### config.mk
export PLATFORM = sky130hd
export DESIGN_NAME = mem_copy_requester
export DESIGN_NICKNAME = d
export VERILOG_FILES = /design/src/rtl/multimem_pkg.sv /design/src/rtl/multimem_sync_fifo.sv /design/src/rtl/mem_copy_requester.sv
export SDC_FILE = /design/constraint.sdc
export NUM_CORES = 1
export LEC_CHECK = 0
export CORE_MARGIN = 4
export CORE_UTILIZATION = 50
export DETAILED_ROUTE_END_ITERATION = 6
export PLACE_DENSITY = 0.74
export SETUP_SLACK_MARGIN = 0.05
export SYNTH_ARGS = -nofsm -noshare
export SYNTH_HDL_FRONTEND = slang
export SYNTH_SLANG_ARGS = --single-unit
### constraint.sdc
create_clock -name clk -period 3.2 [get_ports clk]
set_clock_uncertainty 0.2 [all_clocks]
set_input_delay 0.64 -clock clk [delete_from_list [all_inputs] [get_ports clk]]
set_output_delay 0.64 -clock clk [all_outputs]
set_load 0.02 [all_outputs]
### src/rtl/multimem_pkg.sv
// Shared types and default bus widths for the multibank memory and its requesters.
package multimem_pkg;
  localparam int unsigned MM_DATA_WIDTH = 32;
  localparam int unsigned MM_ADDR_WIDTH = 4;

  typedef enum logic [1:0] {IDLE, RUN, FIN} state_t;
endpackage

### src/rtl/multimem_sync_fifo.sv
// Single-clock FIFO with synchronous clear; head shows the oldest entry (first-word fall-through).
module multimem_sync_fifo
  import multimem_pkg::*;
#(
  parameter int unsigned DATA_WIDTH = MM_DATA_WIDTH,
  parameter int unsigned DEPTH      = 4
) (
  input  logic                    clk,
  input  logic                    rst,
  input  logic                    clr,
  input  logic                    push,
  input  logic                    pop,
  input  logic [DATA_WIDTH-1:0]   din,
  output logic [DATA_WIDTH-1:0]   head,
  output logic                    full,
  output logic                    empty,
  output logic [$clog2(DEPTH):0]  count
);
  localparam int unsigned PW = $clog2(DEPTH);
  localparam logic [PW-1:0] PTR_ONE = {{(PW-1){1'b0}}, 1'b1};
  localparam logic [PW:0]   CNT_ONE = {{PW{1'b0}}, 1'b1};
  localparam logic [PW:0]   CNT_MAX = (PW+1)'(DEPTH);

  logic [DATA_WIDTH-1:0] mem [DEPTH];
  logic [PW-1:0]         wr_ptr, rd_ptr;
  logic                  do_push, do_pop;

  assign full    = (count == CNT_MAX);
  assign empty   = (count == '0);
  assign do_push = push & ~full;
  assign do_pop  = pop & ~empty;
  assign head    = mem[rd_ptr];

  always_ff @(posedge clk) begin
    if (do_push) mem[wr_ptr] <= din;
  end

  always_ff @(posedge clk or negedge rst) begin
    if (!rst) begin
      wr_ptr <= '0;
      rd_ptr <= '0;
      count  <= '0;
    end else if (clr) begin
      wr_ptr <= '0;
      rd_ptr <= '0;
      count  <= '0;
    end else begin
      if (do_push) wr_ptr <= wr_ptr + PTR_ONE;
      if (do_pop)  rd_ptr <= rd_ptr + PTR_ONE;
      case ({do_push, do_pop})
        2'b10:   count <= count + CNT_ONE;
        2'b01:   count <= count - CNT_ONE;
        default: ;
      endcase
    end
  end
endmodule

### src/rtl/mem_copy_requester.sv
// Copies len words from src to dst: pipelined credit-limited reads, FIFO-buffered in-order writes.
module mem_copy_requester
  import multimem_pkg::*;
#(
  parameter int unsigned DATA_WIDTH = MM_DATA_WIDTH,
  parameter int unsigned ADDR_WIDTH = MM_ADDR_WIDTH,
  parameter int unsigned FIFO_DEPTH = 4
) (
  input  logic                  clk,
  input  logic                  rst,
  input  logic                  cmd_valid,
  output logic                  cmd_ready,
  input  logic [ADDR_WIDTH-1:0] cmd_src,
  input  logic [ADDR_WIDTH-1:0] cmd_dst,
  input  logic [ADDR_WIDTH:0]   cmd_len,
  output logic                  busy,
  output logic                  done,
  output logic [ADDR_WIDTH-1:0] r_addr,
  output logic                  r_avalid,
  input  logic                  r_aready,
  input  logic                  r_dvalid,
  input  logic [DATA_WIDTH-1:0] r_data,
  output logic [ADDR_WIDTH-1:0] w_addr,
  output logic [DATA_WIDTH-1:0] w_data,
  output logic                  w_valid,
  input  logic                  w_ready
);
  localparam int unsigned CW = $clog2(FIFO_DEPTH) + 1;
  localparam logic [ADDR_WIDTH:0] LEN_ONE   = {{ADDR_WIDTH{1'b0}}, 1'b1};
  localparam logic [CW-1:0]       OUT_ONE   = {{(CW-1){1'b0}}, 1'b1};
  localparam logic [CW:0]         DEPTH_LIM = (CW+1)'(FIFO_DEPTH);

  state_t                state, state_nx;
  logic [ADDR_WIDTH-1:0] src, dst;
  logic [ADDR_WIDTH:0]   len, rd_issued, wr_done;
  logic [CW-1:0]         outstanding, fifo_count;
  logic [CW:0]           inflight;
  logic [DATA_WIDTH-1:0] fifo_head;
  logic                  accept, rd_hs, wr_hs, ret, fifo_empty, fifo_full;

  // Credit covers both in-flight reads and buffered words, so the FIFO can never overflow.
  assign inflight = {1'b0, outstanding} + {1'b0, fifo_count};
  assign accept   = (state == IDLE) & cmd_valid;
  assign r_avalid = (state == RUN) & (rd_issued < len) & (inflight < DEPTH_LIM);
  assign r_addr   = src + rd_issued[ADDR_WIDTH-1:0];
  assign w_valid  = (state == RUN) & ~fifo_empty;
  assign w_addr   = dst + wr_done[ADDR_WIDTH-1:0];
  assign w_data   = w_valid ? fifo_head : '0;
  assign rd_hs    = r_avalid & r_aready;
  assign wr_hs    = w_valid & w_ready;
  assign ret      = r_dvalid & (outstanding != '0);

  multimem_sync_fifo #(
    .DATA_WIDTH (DATA_WIDTH),
    .DEPTH      (FIFO_DEPTH)
  ) u_fifo (
    .clk   (clk),
    .rst   (rst),
    .clr   (accept),
    .push  (ret & ~fifo_full),
    .pop   (wr_hs),
    .din   (r_data),
    .head  (fifo_head),
    .full  (fifo_full),
    .empty (fifo_empty),
    .count (fifo_count)
  );

  always_comb begin
    state_nx  = state;
    cmd_ready = 1'b0;
    busy      = 1'b0;
    done      = 1'b0;
    case (state)
      IDLE: begin
        cmd_ready = 1'b1;
        if (cmd_valid) state_nx = (cmd_len == '0) ? FIN : RUN;
      end
      RUN: begin
        busy = 1'b1;
        if (wr_hs && (wr_done + LEN_ONE == len)) state_nx = FIN;
      end
      FIN: begin
        done     = 1'b1;
        state_nx = IDLE;
      end
      default: state_nx = IDLE;
    endcase
  end

  always_ff @(posedge clk or negedge rst) begin
    if (!rst) begin
      state       <= IDLE;
      src         <= '0;
      dst         <= '0;
      len         <= '0;
      rd_issued   <= '0;
      wr_done     <= '0;
      outstanding <= '0;
    end else begin
      state <= state_nx;
      if (accept) begin
        src         <= cmd_src;
        dst         <= cmd_dst;
        len         <= cmd_len;
        rd_issued   <= '0;
        wr_done     <= '0;
        outstanding <= '0;
      end else begin
        if (rd_hs) rd_issued <= rd_issued + LEN_ONE;
        if (wr_hs) wr_done   <= wr_done + LEN_ONE;
        if (rd_hs && !ret)      outstanding <= outstanding + OUT_ONE;
        else if (!rd_hs && ret) outstanding <= outstanding - OUT_ONE;
      end
    end
  end
endmodule

==> load_flow_metrics.sql <==
INSERT INTO impl_metrics (metric_group, metric, value, unit) VALUES
('clock_network', 'htree_num_levels', '4', ''),
('clock_network', 'tritoncts.num_buffers', '17', ''),
('critical_path', 'critical_path_class', 'flop to primary output', ''),
('detailed_routing', 'drt.antenna.violating_nets', '0', ''),
('cells_and_area', 'insertedDiodeCount', '0', ''),
('clock_network', 'cts_sinks', '163', ''),
('pwr', 'worst_ir_drop_vdd', '0.663', 'mV'),
('critical_path', 'path_max_fanout', '6', ''),
('clock_network', 'cts_hold_buf', '0', ''),
('logic_synthesis', 'syn_avg_cell_area', '15.7', 'um^2'),
('sta', 'worstMarginPinSlew', '0.603', 'ns'),
('clock_network', 'cts.clk_slew.worst_paths', '0.06', 'ns'),
('floorplanning', 'dieWidth', '127', 'um'),
('critical_path', 'critical_path_depth', '5', ''),
('global_routing', 'number_of_antenna_violations_at_the_first_check_in_global_routing', '0', ''),
('clock_network', 'clock_path_buffers', '2', ''),
('logic_synthesis', 'yosysSeqAreaShare', '0.663', ''),
('sta', 'report.final.slew_viol_count', '0', ''),
('floorplanning', 'fp.dieH', '127', 'um'),
('global_routing', 'grt_use_total', '0.190', ''),
('sta', 'maxClockFrequency', '327', 'MHz'),
('logic_synthesis', 'yosysUniqueCellTypes', '46', ''),
('cells_and_area', 'finish.cell_count_without_fillers', '751', ''),
('logic_synthesis', 'synthesis.nets', '525', ''),
('critical_path', 'critPathBufInv', '2', ''),
('min_path', 'worst_hold_path.num_cells', '2', ''),
('global_routing', 'grt_pass1_wl', '23.6', 'mm'),
('floorplanning', 'rows', '43', ''),
('detailed_routing', 'detail_route.first_pass.iterations', '5', ''),
('floorplanning', 'core_outline_area', '13900', 'um^2'),
('global_routing', 'grt_start_max_net_pins', '36', ''),
('logic_synthesis', 'synthesis.area', '7110', 'um^2'),
('clock_network', 'clock-root-buffer', 'sky130_fd_sc_hd__clkbuf_16', ''),
('detailed_routing', 'route.detailed.vias_per_inst', '5.61', ''),
('cells_and_area', 'fin_util', '0.640', ''),
('sta', 'grt_setup_unrepaired', 'no', ''),
('critical_path', 'worstSetupEndpointType', 'primary output', ''),
('outcome', 'outcome', 'complete, no violations', ''),
('detailed_routing', 'vias', '4216', ''),
('global_routing', 'grt_pass1_vias', '4570', ''),
('sta', 'finalHoldViolCount', '0', ''),
('sta', 'min_period', '3.06', 'ns'),
('logic_synthesis', 'synth_async_sr_flop_share', '0.215', ''),
('clock_network', 'tritoncts_clock_tree', 'built', ''),
('floorplanning', 'top_level_ports', '96', ''),
('place', 'post-place-cells', '719', ''),
('pwr', 'power.density_cell_area', '1040', 'nW/um^2'),
('floorplanning', 'floorplan.initialDensity', '0.511', ''),
('sta', 'layout_setup_ws', '0.141', 'ns'),
('critical_path', 'critical_path.cell_chain', 'ha_1 > inv_1 > fa_1 > xnor2_1 > clkdlybuf4s50_1', ''),
('sta', 'finish_stage_setup_viols', '0', ''),
('cells_and_area', 'design.final.nets', '631', ''),
('sta', 'worst_slew_margin_rel', '0.598', ''),
('pwr', 'static-leakage-power', '3.50', 'nW'),
('place', 'pre_cts_slack', '0.383', 'ns'),
('global_routing', 'grt_remaining_overflow', '0', ''),
('floorplanning', 'design.die.area', '16200', 'um^2'),
('min_path', 'worstHoldPathType', 'flop to flop', ''),
('logic_synthesis', 'synth_seq_cells', '163', ''),
('detailed_routing', 'drc', '0', ''),
('logic_synthesis', 'synthCells', '452', ''),
('logic_synthesis', 'yosys_warnings', '0', ''),
('cells_and_area', 'area_growth', '25.3', '%'),
('critical_path', 'cpMaxStageDelayCell', 'sky130_fd_sc_hd__clkdlybuf4s50_1', ''),
('pwr', 'power.total', '9.24', 'mW'),
('clock_network', 'post-cts-setup-buffer-count', '0', ''),
('detailed_routing', 'routed_wire_length_per_instance', '19.3', 'um'),
('place', 'place_hpwl', '9.55', 'mm'),
('critical_path', 'startpoint_type', 'flop', ''),
('place', 'globalplace.congestion', '0.743', ''),
('critical_path', 'reg2regPathDepth', '7', '');
[through the flow]
stage,hold slack (ns),instance area (um^2)
floorplan,0.144,7110
global placement,0.271,8370
detailed placement,0.273,8370
CTS,0.288,8890
global route,0.318,8920
finish,0.282,8920
[cells by family after synthesis]
family                     after synthesis  synth area share
DFF                                    163             0.663
and+or+nand+nor                        128            0.0923
xor gates and xnor gates                21            0.0288
AOI/OAI and AO/OA                       38            0.0392
adders and majority gates               22            0.0429
buffers and inverters                   43            0.0250
muxes                                   37             0.108
[routing by layer]
| layer | vias to the layer above | track usage | share of wire | wire length (um) |
|---|---|---|---|---|
| met4 | 0 | 0.0700 | 0.013 | 182 |
| li1 | 1916 | - | - | - |
| met2 | 142 | 0.319 | 0.50 | 7260 |
| met5 | - | 0 | 0 | 0 |
| met3 | 13 | 0.0410 | 0.060 | 869 |
| met1 | 2145 | 0.246 | 0.43 | 6180 |
[placed cells by master (no fill, tap or decap), types with 4 or more instances in the layout]
cell type	instances
sky130_fd_sc_hd__dfrtp_1	31
sky130_fd_sc_hd__inv_1	18
sky130_fd_sc_hd__xor2_1	7
sky130_fd_sc_hd__and3_1	34
sky130_fd_sc_hd__inv_6	4
sky130_fd_sc_hd__buf_4	11
sky130_fd_sc_hd__and2_2	4
sky130_fd_sc_hd__o21ai_0	18
sky130_fd_sc_hd__clkbuf_16	17
sky130_fd_sc_hd__fa_1	4
sky130_fd_sc_hd__nand2_1	44
sky130_fd_sc_hd__a21oi_1	5
sky130_fd_sc_hd__xnor2_1	12
sky130_fd_sc_hd__mux4_2	32
sky130_fd_sc_hd__mux2i_1	5
sky130_fd_sc_hd__dlygate4sd2_1	28
sky130_fd_sc_hd__dfrtp_2	4
sky130_fd_sc_hd__edfxtp_1	128
sky130_fd_sc_hd__buf_12	4
sky130_fd_sc_hd__nand3_1	8
sky130_fd_sc_hd__dlymetal6s2s_1	8
sky130_fd_sc_hd__nor2_1	15
sky130_fd_sc_hd__clkdlybuf4s50_1	59
sky130_fd_sc_hd__ha_1	18
sky130_fd_sc_hd__nor3_1	4
[power by group]
group          switching [mW]  internal, mW
clock                   0.818          1.07
combinational            2.24          1.95
sequential              0.321          2.85
total                    3.38          5.87
[layout make-up]
type,instances,area [um^2],share of cell area
multi-input combinational,246,2220,0.249
timing repair buffer,112,1120,0.126
tap,180,225,0.0253
clock buffer,17,425,0.0477
inverter,18,67.6,0.00758
sequential,163,4720,0.530
clock inverter,15,130,0.0146
[worst paths after layout]
check	start	end	slack, ns
worst min register to register	dst[0]	dst[0]	0.28
worst min-delay path	dst[0]	dst[0]	0.28
worst max-delay path	wr_done[0]	w_addr[2]	0.14
worst max register to register	u_fifo.count[0]	u_fifo.count[2]	0.57
min in group asynchronous	rst	rd_issued[2]	0.43
max in group asynchronous	rst	u_fifo.rd_ptr[1]	2.02
[sequential cells by signal, indices dropped and copies added (netlist names)]
signal / count
wr_done: 5
dst: 4
state: 2
u_fifo.wr_ptr: 2
src: 4
outstanding: 3
u_fifo.mem: 128
len: 5
u_fifo.count: 3
rd_issued: 5
u_fifo.rd_ptr: 2
[cell usage after synthesis, drive strengths merged, types with 3 or more instances]
master | number | share of area
edfxtp | 128 | 0.54
xor2 | 7 | 0.0086
a21o | 3 | 0.0032
and2 | 6 | 0.0053
nor2 | 15 | 0.0079
nand2 | 44 | 0.023
a21oi | 5 | 0.0035
buf | 8 | 0.0065
fa | 4 | 0.011
mux4 | 32 | 0.10
nand3 | 8 | 0.0056
clkbuf | 17 | 0.0090
nand4 | 4 | 0.0044
nor3 | 4 | 0.0028
and3 | 34 | 0.030
inv | 18 | 0.0095
mux2i | 5 | 0.0070
o21ai | 19 | 0.014
ha | 18 | 0.032
xnor2 | 13 | 0.017
dfrtp | 35 | 0.12
[tightest hold or removal path, stage by stage, from the launching register on]
cell	delay (ns)
sky130_fd_sc_hd__dfrtp_1	0.34
sky130_fd_sc_hd__nand2_1	0.05
sky130_fd_sc_hd__nand2_1	0.06
[what timing repair did]
item / CTS / global route
endpoints found under the hold margin: 0 / 0
resized for setup: 31 / 10
endpoints found under the setup margin: 34 / 11
(Power assumes the default switching activity.)
